[config.mk]
export PLATFORM = sky130hd
export DESIGN_NAME = uart_rx16
export DESIGN_NICKNAME = d
export VERILOG_FILES = /design/src/rtl/uart_rx16.sv
export SDC_FILE = /design/constraint.sdc
export NUM_CORES = 1
export LEC_CHECK = 0
export CORE_ASPECT_RATIO = 1.2
export CORE_MARGIN = 3
export CORE_UTILIZATION = 50
export CTS_CLUSTER_SIZE = 30
export DETAILED_ROUTE_END_ITERATION = 7
export PLACE_DENSITY_LB_ADDON = 0.15
export SYNTH_ARGS = -nofsm -noshare
export SYNTH_HDL_FRONTEND = slang
export SYNTH_SLANG_ARGS = --single-unit
[constraint.sdc]
create_clock -name uart_clk -period 3.2 [get_ports uart_clk]
set_input_delay 0.48 -clock uart_clk [delete_from_list [all_inputs] [get_ports uart_clk]]
set_output_delay 0.48 -clock uart_clk [all_outputs]
set_load 0.02 [all_outputs]
[src/rtl/uart_rx16.sv]
// uart_rx16 - receive side of the UART: 16x oversampling, 3-sample majority vote, valid/ack holding register.
// Define UART_RX_PARITY_EN to add a parity bit between the data bits and the stop bit.
module uart_rx16 #(
   parameter int DATA_BITS   = 8,
   parameter int OVERSAMPLE  = 16,
   parameter int SYNC_STAGES = 2,
   parameter int PARITY_ODD  = 0
) (
   input  logic                 uart_clk,
   input  logic                 reset,
   input  logic                 rxd,
   input  logic                 rx_ack,
   output logic [DATA_BITS-1:0] rx_data,
   output logic                 rx_valid,
   output logic                 rx_full,
   output logic                 rx_status,
   output logic                 frame_err,
   output logic                 parity_err,
   output logic                 overrun
);

   localparam int CW = $clog2(OVERSAMPLE);
   localparam int BW = $clog2(DATA_BITS + 1);
   localparam int H  = OVERSAMPLE / 2;

   typedef logic [CW-1:0] cnt_t;
   typedef logic [BW-1:0] bcnt_t;

   localparam cnt_t  C_SAMP0 = cnt_t'(H - 1);
   localparam cnt_t  C_SAMP1 = cnt_t'(H);
   localparam cnt_t  C_VOTE  = cnt_t'(H + 1);
   localparam cnt_t  C_LAST  = cnt_t'(OVERSAMPLE - 1);
   localparam bcnt_t B_ALL   = bcnt_t'(DATA_BITS);

   if (DATA_BITS < 5 || DATA_BITS > 8) begin : g_bad_data_bits
      $error("uart_rx16: DATA_BITS must be 5..8");
   end
   if (OVERSAMPLE < 8 || (OVERSAMPLE % 2) != 0) begin : g_bad_oversample
      $error("uart_rx16: OVERSAMPLE must be even and >= 8");
   end
   if (SYNC_STAGES < 2) begin : g_bad_sync
      $error("uart_rx16: SYNC_STAGES must be >= 2");
   end
   if (PARITY_ODD != 0 && PARITY_ODD != 1) begin : g_bad_parity
      $error("uart_rx16: PARITY_ODD must be 0 or 1");
   end

   typedef enum logic [2:0] {
      S_IDLE,
      S_START,
      S_DATA,
      S_PARITY,
      S_STOP,
      S_BREAK
   } state_t;

   logic [SYNC_STAGES-1:0] sync_q;
   logic                   rxs;

   state_t                 state_q, state_d;
   cnt_t                   cnt_q, cnt_d;
   bcnt_t                  bit_q, bit_d;
   logic [DATA_BITS-1:0]   shreg_q, shreg_d;
   logic [1:0]             samp_q, samp_d;
   logic                   vote;
   logic                   start_ok;
   logic                   commit;

`ifdef UART_RX_PARITY_EN
   logic                   par_q, par_d;
   logic                   mismatch;
   logic                   parity_err_q;
`endif

   assign rxs  = sync_q[SYNC_STAGES-1];
   assign vote = (samp_q[0] & samp_q[1]) |
                 (samp_q[0] & rxs) |
                 (samp_q[1] & rxs);

`ifdef UART_RX_PARITY_EN
   // received parity bit against the parity the data bits call for
   assign mismatch   = par_q ^ (^shreg_q) ^ 1'(PARITY_ODD);
   assign parity_err = parity_err_q;
`else
   assign parity_err = 1'b0;
`endif

   // bring the asynchronous line into the uart_clk domain; idle level is 1
   always_ff @(posedge uart_clk or negedge reset) begin
      if (!reset) begin
         sync_q <= '1;
      end else begin
         sync_q <= {sync_q[SYNC_STAGES-2:0], rxd};
      end
   end

   // frame FSM and datapath registers
   always_ff @(posedge uart_clk or negedge reset) begin
      if (!reset) begin
         state_q <= S_IDLE;
         cnt_q   <= '0;
         bit_q   <= '0;
         shreg_q <= '0;
         samp_q  <= '1;
`ifdef UART_RX_PARITY_EN
         par_q   <= 1'b0;
`endif
      end else begin
         state_q <= state_d;
         cnt_q   <= cnt_d;
         bit_q   <= bit_d;
         shreg_q <= shreg_d;
         samp_q  <= samp_d;
`ifdef UART_RX_PARITY_EN
         par_q   <= par_d;
`endif
      end
   end

   // next state, sample capture, bit assembly and commit strobe
   always_comb begin
      state_d  = state_q;
      cnt_d    = cnt_q + cnt_t'(1);
      bit_d    = bit_q;
      shreg_d  = shreg_q;
      samp_d   = samp_q;
      start_ok = 1'b0;
      commit   = 1'b0;
`ifdef UART_RX_PARITY_EN
      par_d    = par_q;
`endif

      if (cnt_q == C_SAMP0) samp_d[0] = rxs;
      if (cnt_q == C_SAMP1) samp_d[1] = rxs;

      unique case (state_q)
         S_IDLE: begin
            cnt_d = '0;
            if (!rxs) begin
               state_d = S_START;
               cnt_d   = cnt_t'(1);
            end
         end
         S_START: begin
            if (cnt_q == C_VOTE) begin
               if (vote) begin
                  state_d = S_IDLE;
                  cnt_d   = '0;
               end else begin
                  start_ok = 1'b1;
               end
            end
            if (cnt_q == C_LAST) begin
               state_d = S_DATA;
               cnt_d   = '0;
            end
         end
         S_DATA: begin
            if (cnt_q == C_VOTE) begin
               shreg_d = {vote, shreg_q[DATA_BITS-1:1]};
               bit_d   = bit_q + bcnt_t'(1);
            end
            if (cnt_q == C_LAST) begin
               cnt_d = '0;
               if (bit_q == B_ALL) begin
                  bit_d = '0;
`ifdef UART_RX_PARITY_EN
                  state_d = S_PARITY;
`else
                  state_d = S_STOP;
`endif
               end
            end
         end
`ifdef UART_RX_PARITY_EN
         S_PARITY: begin
            if (cnt_q == C_VOTE) par_d = vote;
            if (cnt_q == C_LAST) begin
               state_d = S_STOP;
               cnt_d   = '0;
            end
         end
`endif
         S_STOP: begin
            if (cnt_q == C_VOTE) begin
               commit  = 1'b1;
               cnt_d   = '0;
               state_d = vote ? S_IDLE : S_BREAK;
            end
         end
         S_BREAK: begin
            cnt_d = '0;
            if (rxs) state_d = S_IDLE;
         end
         default: begin
            state_d = S_IDLE;
            cnt_d   = '0;
            bit_d   = '0;
         end
      endcase
   end

   // holding register, status flags and valid/ack handshake
   always_ff @(posedge uart_clk or negedge reset) begin
      if (!reset) begin
         rx_data      <= '0;
         rx_valid     <= 1'b0;
         rx_full      <= 1'b0;
         rx_status    <= 1'b1;
         frame_err    <= 1'b0;
         overrun      <= 1'b0;
`ifdef UART_RX_PARITY_EN
         parity_err_q <= 1'b0;
`endif
      end else begin
         rx_valid <= commit;
         if (start_ok) rx_status <= 1'b0;
         if (commit) begin
            rx_data   <= shreg_q;
            rx_status <= 1'b1;
            frame_err <= ~vote;
            rx_full   <= 1'b1;
`ifdef UART_RX_PARITY_EN
            parity_err_q <= mismatch;
`endif
            if (rx_full && !rx_ack) overrun <= 1'b1;
         end else if (rx_ack && rx_full) begin
            rx_full <= 1'b0;
            overrun <= 1'b0;
         end
      end
   end

endmodule
==> flow_summary.ini, run 1 <==
[outcome]
status = completed

[die]
io_pins = 18
die_y_um = 69.60
die_area_mm2 = 0.004106
initial_core_util_pct = 53.71
core_mm2 = 0.003138
rows = 22
fp.dieW_um = 59

[clocking]
hold_buffers = 0
cts.sinks = 36
cts_root_buf = clkbuf_4
post_cts_buffers = 0
cts_buffer_depth = 2
cts_tree = yes
path_clk_slew_ns = 0.11
htreeDepth = 2
cts_made_buffers = 5
clk_latency_ns = 0.33
post_cts_resized = 0

[layout]
multi_input_area_um2 = 701.9
insertedDiodeCount = 0
nFillCells = 265
stdcell_count = 213
regArea_um2 = 907.1
syn_to_final_growth_pct = 14.40
drive_gt1_share_pct = 16.38
final_net_count = 185

[timing]
tns_ns = 0
fmax_ghz = 0.5016
hold_violations = 0
max_slew.worst_pin.slew_ns = 0.5307
worst_slew_margin_rel_pct = 64.62
finClkSkew_ns = 0.007340
slew_violations = 0
setup_viol = 0
period_share_pct = 62.30
fin_crit_ns = 1.994
rsz0062_at_grt = false

[worst_setup_path]
critPathCaptureType = register
startpoint_type = register
critPathArrivalTime_ns = 2.25
criticalPathCategory = register to register
crit_required_ns = 3.45
cp_max_fo = 13

[yosys]
synthCells = 159
syn_avg_cell_area_um2 = 10.60
syn_nets = 168
synth_seq_cells = 36
netlist_area_mm2 = 0.001685
yosysWarnings = 0
synth_cell_types = 37
yosysSeqAreaShare_pct = 53.82

[route]
wl_met1_mm = 1.200
via_per_inst = 5.460
met3WireLength_um = 117
drcViolationCount = 0
ant_nets = 0
drtIter0Drc = 78
firstDrtPassIters = 4
vias = 1163
wl_met2_mm = 1.522
top_layer_used = met4
wl_per_cell_um = 13.52
drt-total-wl_mm = 2.880

[power]
p_leak_nw = 0.9229
ir_drop_v = 0.0004406
power_density_mw_per_mm2 = 573.8

[global_routing]
grt_overflow_total = 0
grt_pass1_vias = 1171
grt_max_degree = 37
antenna_found_initial = 0
track_usage_pct = 16.30
grt_first_pass_wirelength_mm = 5.064

[placed_design]
port_buffers = 16
dp_hpwl_mm = 2.072
placed_cells = 205
gp_congestion = 0.8237

[min_path]
hp-class = register to register

[flow_run]
maxCapViolCount = 0
[path summary, 6_finish.rpt]
| check | startpoint | endpoint | slack (ns) | cells past startpoint |
|---|---|---|---|---|
| setup / recovery | cnt_q[1] | overrun | 1.21 | 7 |
| hold / removal | sync_q[0] | sync_q[1] | 0.36 | 0 |
| setup reg to reg | cnt_q[1] | overrun | 1.21 | 7 |
| min in group asynchronous | reset | rx_data[3] | 0.56 | 2 |
| hold reg to reg | sync_q[0] | sync_q[1] | 0.36 | 0 |
| max in group asynchronous | reset | samp_q[1] | 2.30 | 2 |
[cell families (layout without fill, tap and decap cells)]
| kind of cell | Yosys count | count (layout) | synth area share (%) |
|---|---|---|---|
| buf+inv | 14 | 32 | 4.528 |
| xor+xnor | 4 | 4 | 2.079 |
| mux | 8 | 8 | 5.345 |
| fa+ha+maj | 6 | 6 | 4.380 |
| other cells | 1 | 1 | 0.2225 |
| simple gates | 66 | 66 | 19.67 |
| compound gates | 24 | 24 | 9.949 |
| flops | 36 | 36 | 53.82 |
[through the flow]
step / utilization, % / worst slack [ns] / power (W) / hold slack, ns / instance area (um2)
6_report: 61.44 / 1.206 / 0.001106 / 0.3623 / 1928
5_1_grt: 61.44 / 1.043 / 0.001183 / 0.3706 / 1928
4_1_cts: 61.44 / 1.183 / 0.001122 / 0.3638 / 1928
3_5_place_dp: 58.89 / 1.203 / 0.0008054 / 0.3485 / 1848
3_3_place_gp: 58.89 / 1.352 / 0.0007950 / 0.3459 / 1848
2_1_floorplan: - / 1.611 / 0.0007506 / 0.1844 / 1685
[final cells by class]
cell class              count  area share (%)
repair buffers             17           8.696
well taps                  36           2.336
flip-flops and latches     36           47.05
clock buffers               5           1.947
clock inverters             3           2.206
inverters                   7           1.363
multi-input cells         109           36.40
[synth_stat cells (all sizes together)]
cell type	instances	area share [%]
nor2	9	2.0
nand2	33	7.8
maj3	1	0.67
dfrtp	31	46
dfstp	5	7.8
o21bai	1	0.45
clkbuf	2	0.45
o41ai	1	0.52
buf	5	2.5
nand3b	4	1.8
o21ai	10	3.0
nor2b	3	1.1
mux2	8	5.3
xor2	2	1.0
a2111oi	1	1.6
a21oi	7	2.3
a311o	1	0.59
and3	1	0.37
o31a	1	0.52
nand2b	3	1.1
or3	1	0.37
and4b	1	0.59
conb	1	0.22
a211oi	1	0.45
nand3	8	3.0
ha	5	3.7
xnor2	2	1.0
a211o	1	0.52
nor3b	1	0.45
inv	7	1.6
and3b	2	1.1
[critical path: stages, from the launching register on]
cell and delay, ns:
dfrtp_1 0.41, inv_1 0.09, ha_1 0.14, and3b_2 0.37, nand3_2 0.29, inv_1 0.35, a21oi_1 0.11, o21ai_0 0.15
[report_power, final]
group / switching, W / internal, W
logic: 0.000126 / 0.000104
registers: 0.0000523 / 0.000511
clock network: 0.000151 / 0.000163
[layer usage]
layer	vias up	track usage, %
met4	0	8.312
li1	565	-
met1	570	17.89
met3	4	3.538
met2	24	28.38
met5	-	0
[placed cells by master (no fill, tap or decap), types with 2 or more instances in the layout]
cell,count
dfrtp_1,31
nor2_1,9
clkbuf_4,5
nand3b_1,4
clkdlybuf4s50_1,16
nand2_1,32
dfstp_2,5
nand3_2,2
mux2_2,8
nand3_1,6
a21oi_1,6
ha_1,5
xnor2_1,2
nand2b_1,3
inv_1,7
o21ai_0,10
nor2b_1,3
xor2_1,2
[registers in the layout (all words and copies together), names as in the netlist, 2 cells and up]
signal,flops
rx_data,8
cnt_q,4
shreg_q,8
state_q,3
samp_q,2
sync_q,2
bit_q,4
Note: power is estimated with default switching activity, not from simulation.
==> inputs of run 2 (changes only) <==
clock period = 1.8 ns   (was 3.2 ns; I/O delays follow)
==> run 2 against run 1 <==
  * Clock power is 76% higher
  * First-iteration DRC count shrank 31%
  * Sequential share of layout area fell by 0.86 points
  * Core utilization up 1.2 points
  * Setup slack worse by 1.1 ns
  * Global-route usage decreased by 0.15 points
  * Sequential power is 81% higher
  * Wire length increased by 3.5%
==> flow_summary.ini, run 2 (same netlist as run 1, synthesis figures left out) <==
[timing]
fmax_ghz = 0.5897
hold_violations = 0
fin_ws_ns = 0.1041
fin_crit_ns = 1.696
slew_violations = 0
fin_hold_ws_ns = 0.3243
setup_viol = 0
tns_ns = 0
period_share_pct = 94.21
finClkSkew_ns = 0.006717

[route]
via_per_inst = 5.364
vias = 1164
drt-total-wl_mm = 2.982
drtIter0Drc = 54
firstDrtPassIters = 4
ant_nets = 0
drcViolationCount = 0
wl_per_cell_um = 13.74

[clocking]
cts_tree = yes
htreeDepth = 2
cts_buffer_depth = 2
path_clk_slew_ns = 0.11
cts.sinks = 36
cts_made_buffers = 5
cts_root_buf = clkbuf_4
clk_latency_ns = 0.34

[power]
ir_drop_v = 0.0008884
power_density_mw_per_mm2 = 1014
p_leak_nw = 0.9605

[layout]
utilization_pct = 62.68
stdcell_count = 217
drive_gt1_share_pct = 19.34
layout_commonest_cell = nand2_1
insertedDiodeCount = 0
final_net_count = 189
mostFrequentLayoutCells = nand2_1, dfrtp_1, clkdlybuf4s50_1, o21ai_0, nor2_1
syn_to_final_growth_pct = 16.70
largest_registers = rx_data (8), shreg_q (8)

[outcome]
status = completed

[die]
core_mm2 = 0.003138
die_y_um = 69.60
fp.dieW_um = 59
io_pins = 18
die_area_mm2 = 0.004106
initial_core_util_pct = 53.71
rows = 22

[worst_setup_path]
rr_startpoint = cnt_q[1]
r2r_setup_slack_ns = 0.10
r2r_cells = 6
startpoint_type = register
critPathArrivalTime_ns = 1.92
critPathCaptureType = register
cp-startpoint = cnt_q[1]
critPathCapture = cnt_q[1]
cp_max_fo = 6
crit_required_ns = 2.03
rr_endpoint = cnt_q[1]
criticalPathCategory = register to register

[global_routing]
grt_max_degree = 37
track_usage_pct = 16.14
grt_overflow_total = 0
grt_pass1_vias = 1200
antenna_found_initial = 0
grt_first_pass_wirelength_mm = 5.064

[placed_design]
dpl_worst_slack_ns = 0.05272
dp_hpwl_mm = 2.122
placed_cells = 208
port_buffers = 16
gp_congestion = 0.7922

[min_path]
hp-class = input pin to async pin

[flow_run]
maxCapViolCount = 0
-- run 2: how the worst min path moves through the flow --
| stage | from | endpoint | slack, ns | depth (start not counted) |
|---|---|---|---|---|
| after floorplan | reset | bit_q[0] | -0.03 | 0 |
| after global placement | sync_q[0] | sync_q[1] | 0.35 | 0 |
| after detailed placement | sync_q[0] | sync_q[1] | 0.35 | 0 |
| after CTS | reset | rx_data[1] | 0.32 | 2 |
| after global routing | rxd | sync_q[0] | 0.31 | 1 |
| final | reset | shreg_q[1] | 0.32 | 2 |
-- run 2: report_power, final --
part	total, W	internal (W)	switching, W	leakage, nW
clock	0.000552	0.000289	0.000262	0.0412
sequential	0.00102	0.000911	0.000105	0.469
combinational	0.000427	0.000194	0.000233	0.450
total	0.00199	0.00139	0.000600	0.960
-- run 2: cell type report --
class | instances | area, um2
Clock buffer | 5 | 37.54
Clock inverter | 3 | 42.54
Fill cell | 290 | 1171
Inverter | 7 | 26.28
Multi-Input combinational cell | 110 | 714.4
Sequential cell | 36 | 908.4
Tap cell | 36 | 45.04
Timing Repair Buffer | 20 | 192.7
-- run 2: stage by stage --
step | area, um2 | total power [W]
global placement | 1871 | 0.001412
detailed placement | 1871 | 0.001433
finish | 1967 | 0.001994
global route | 1967 | 0.002130
floorplan | 1685 | 0.001334
CTS | 1951 | 0.002000
-- run 2: routing by layer --
| layer | GRT usage, % | vias up | wire, um |
|---|---|---|---|
| li1 | - | 574 | - |
| met1 | 16.45 | 557 | 1210 |
| met2 | 28.75 | 28 | 1594 |
| met3 | 5.587 | 5 | 135 |
| met4 | 6.801 | 0 | 42 |
| met5 | 0 | - | 0 |
-- run 2: repair_timing --
| action | CTS | global route |
|---|---|---|
| setup buffers | 0 | 0 |
| hold buffers | 0 | 0 |
| resized for setup | 0 | 4 |
| setup endpoints to repair | 0 | 15 |
-- run 2: worst max-delay path: stages, from the launching register on --
cell	delay [ns]
dfrtp_1	0.42
inv_1	0.09
ha_1	0.18
and3b_2	0.33
and3b_1	0.21
a211oi_1	0.28
nor2b_1	0.08
==> inputs of run 3 (changes only) <==
CAP_MARGIN = 20   (was unset)
==> results of run 3 <==
Final layout, timing and power as in run 2 (identical DEF).
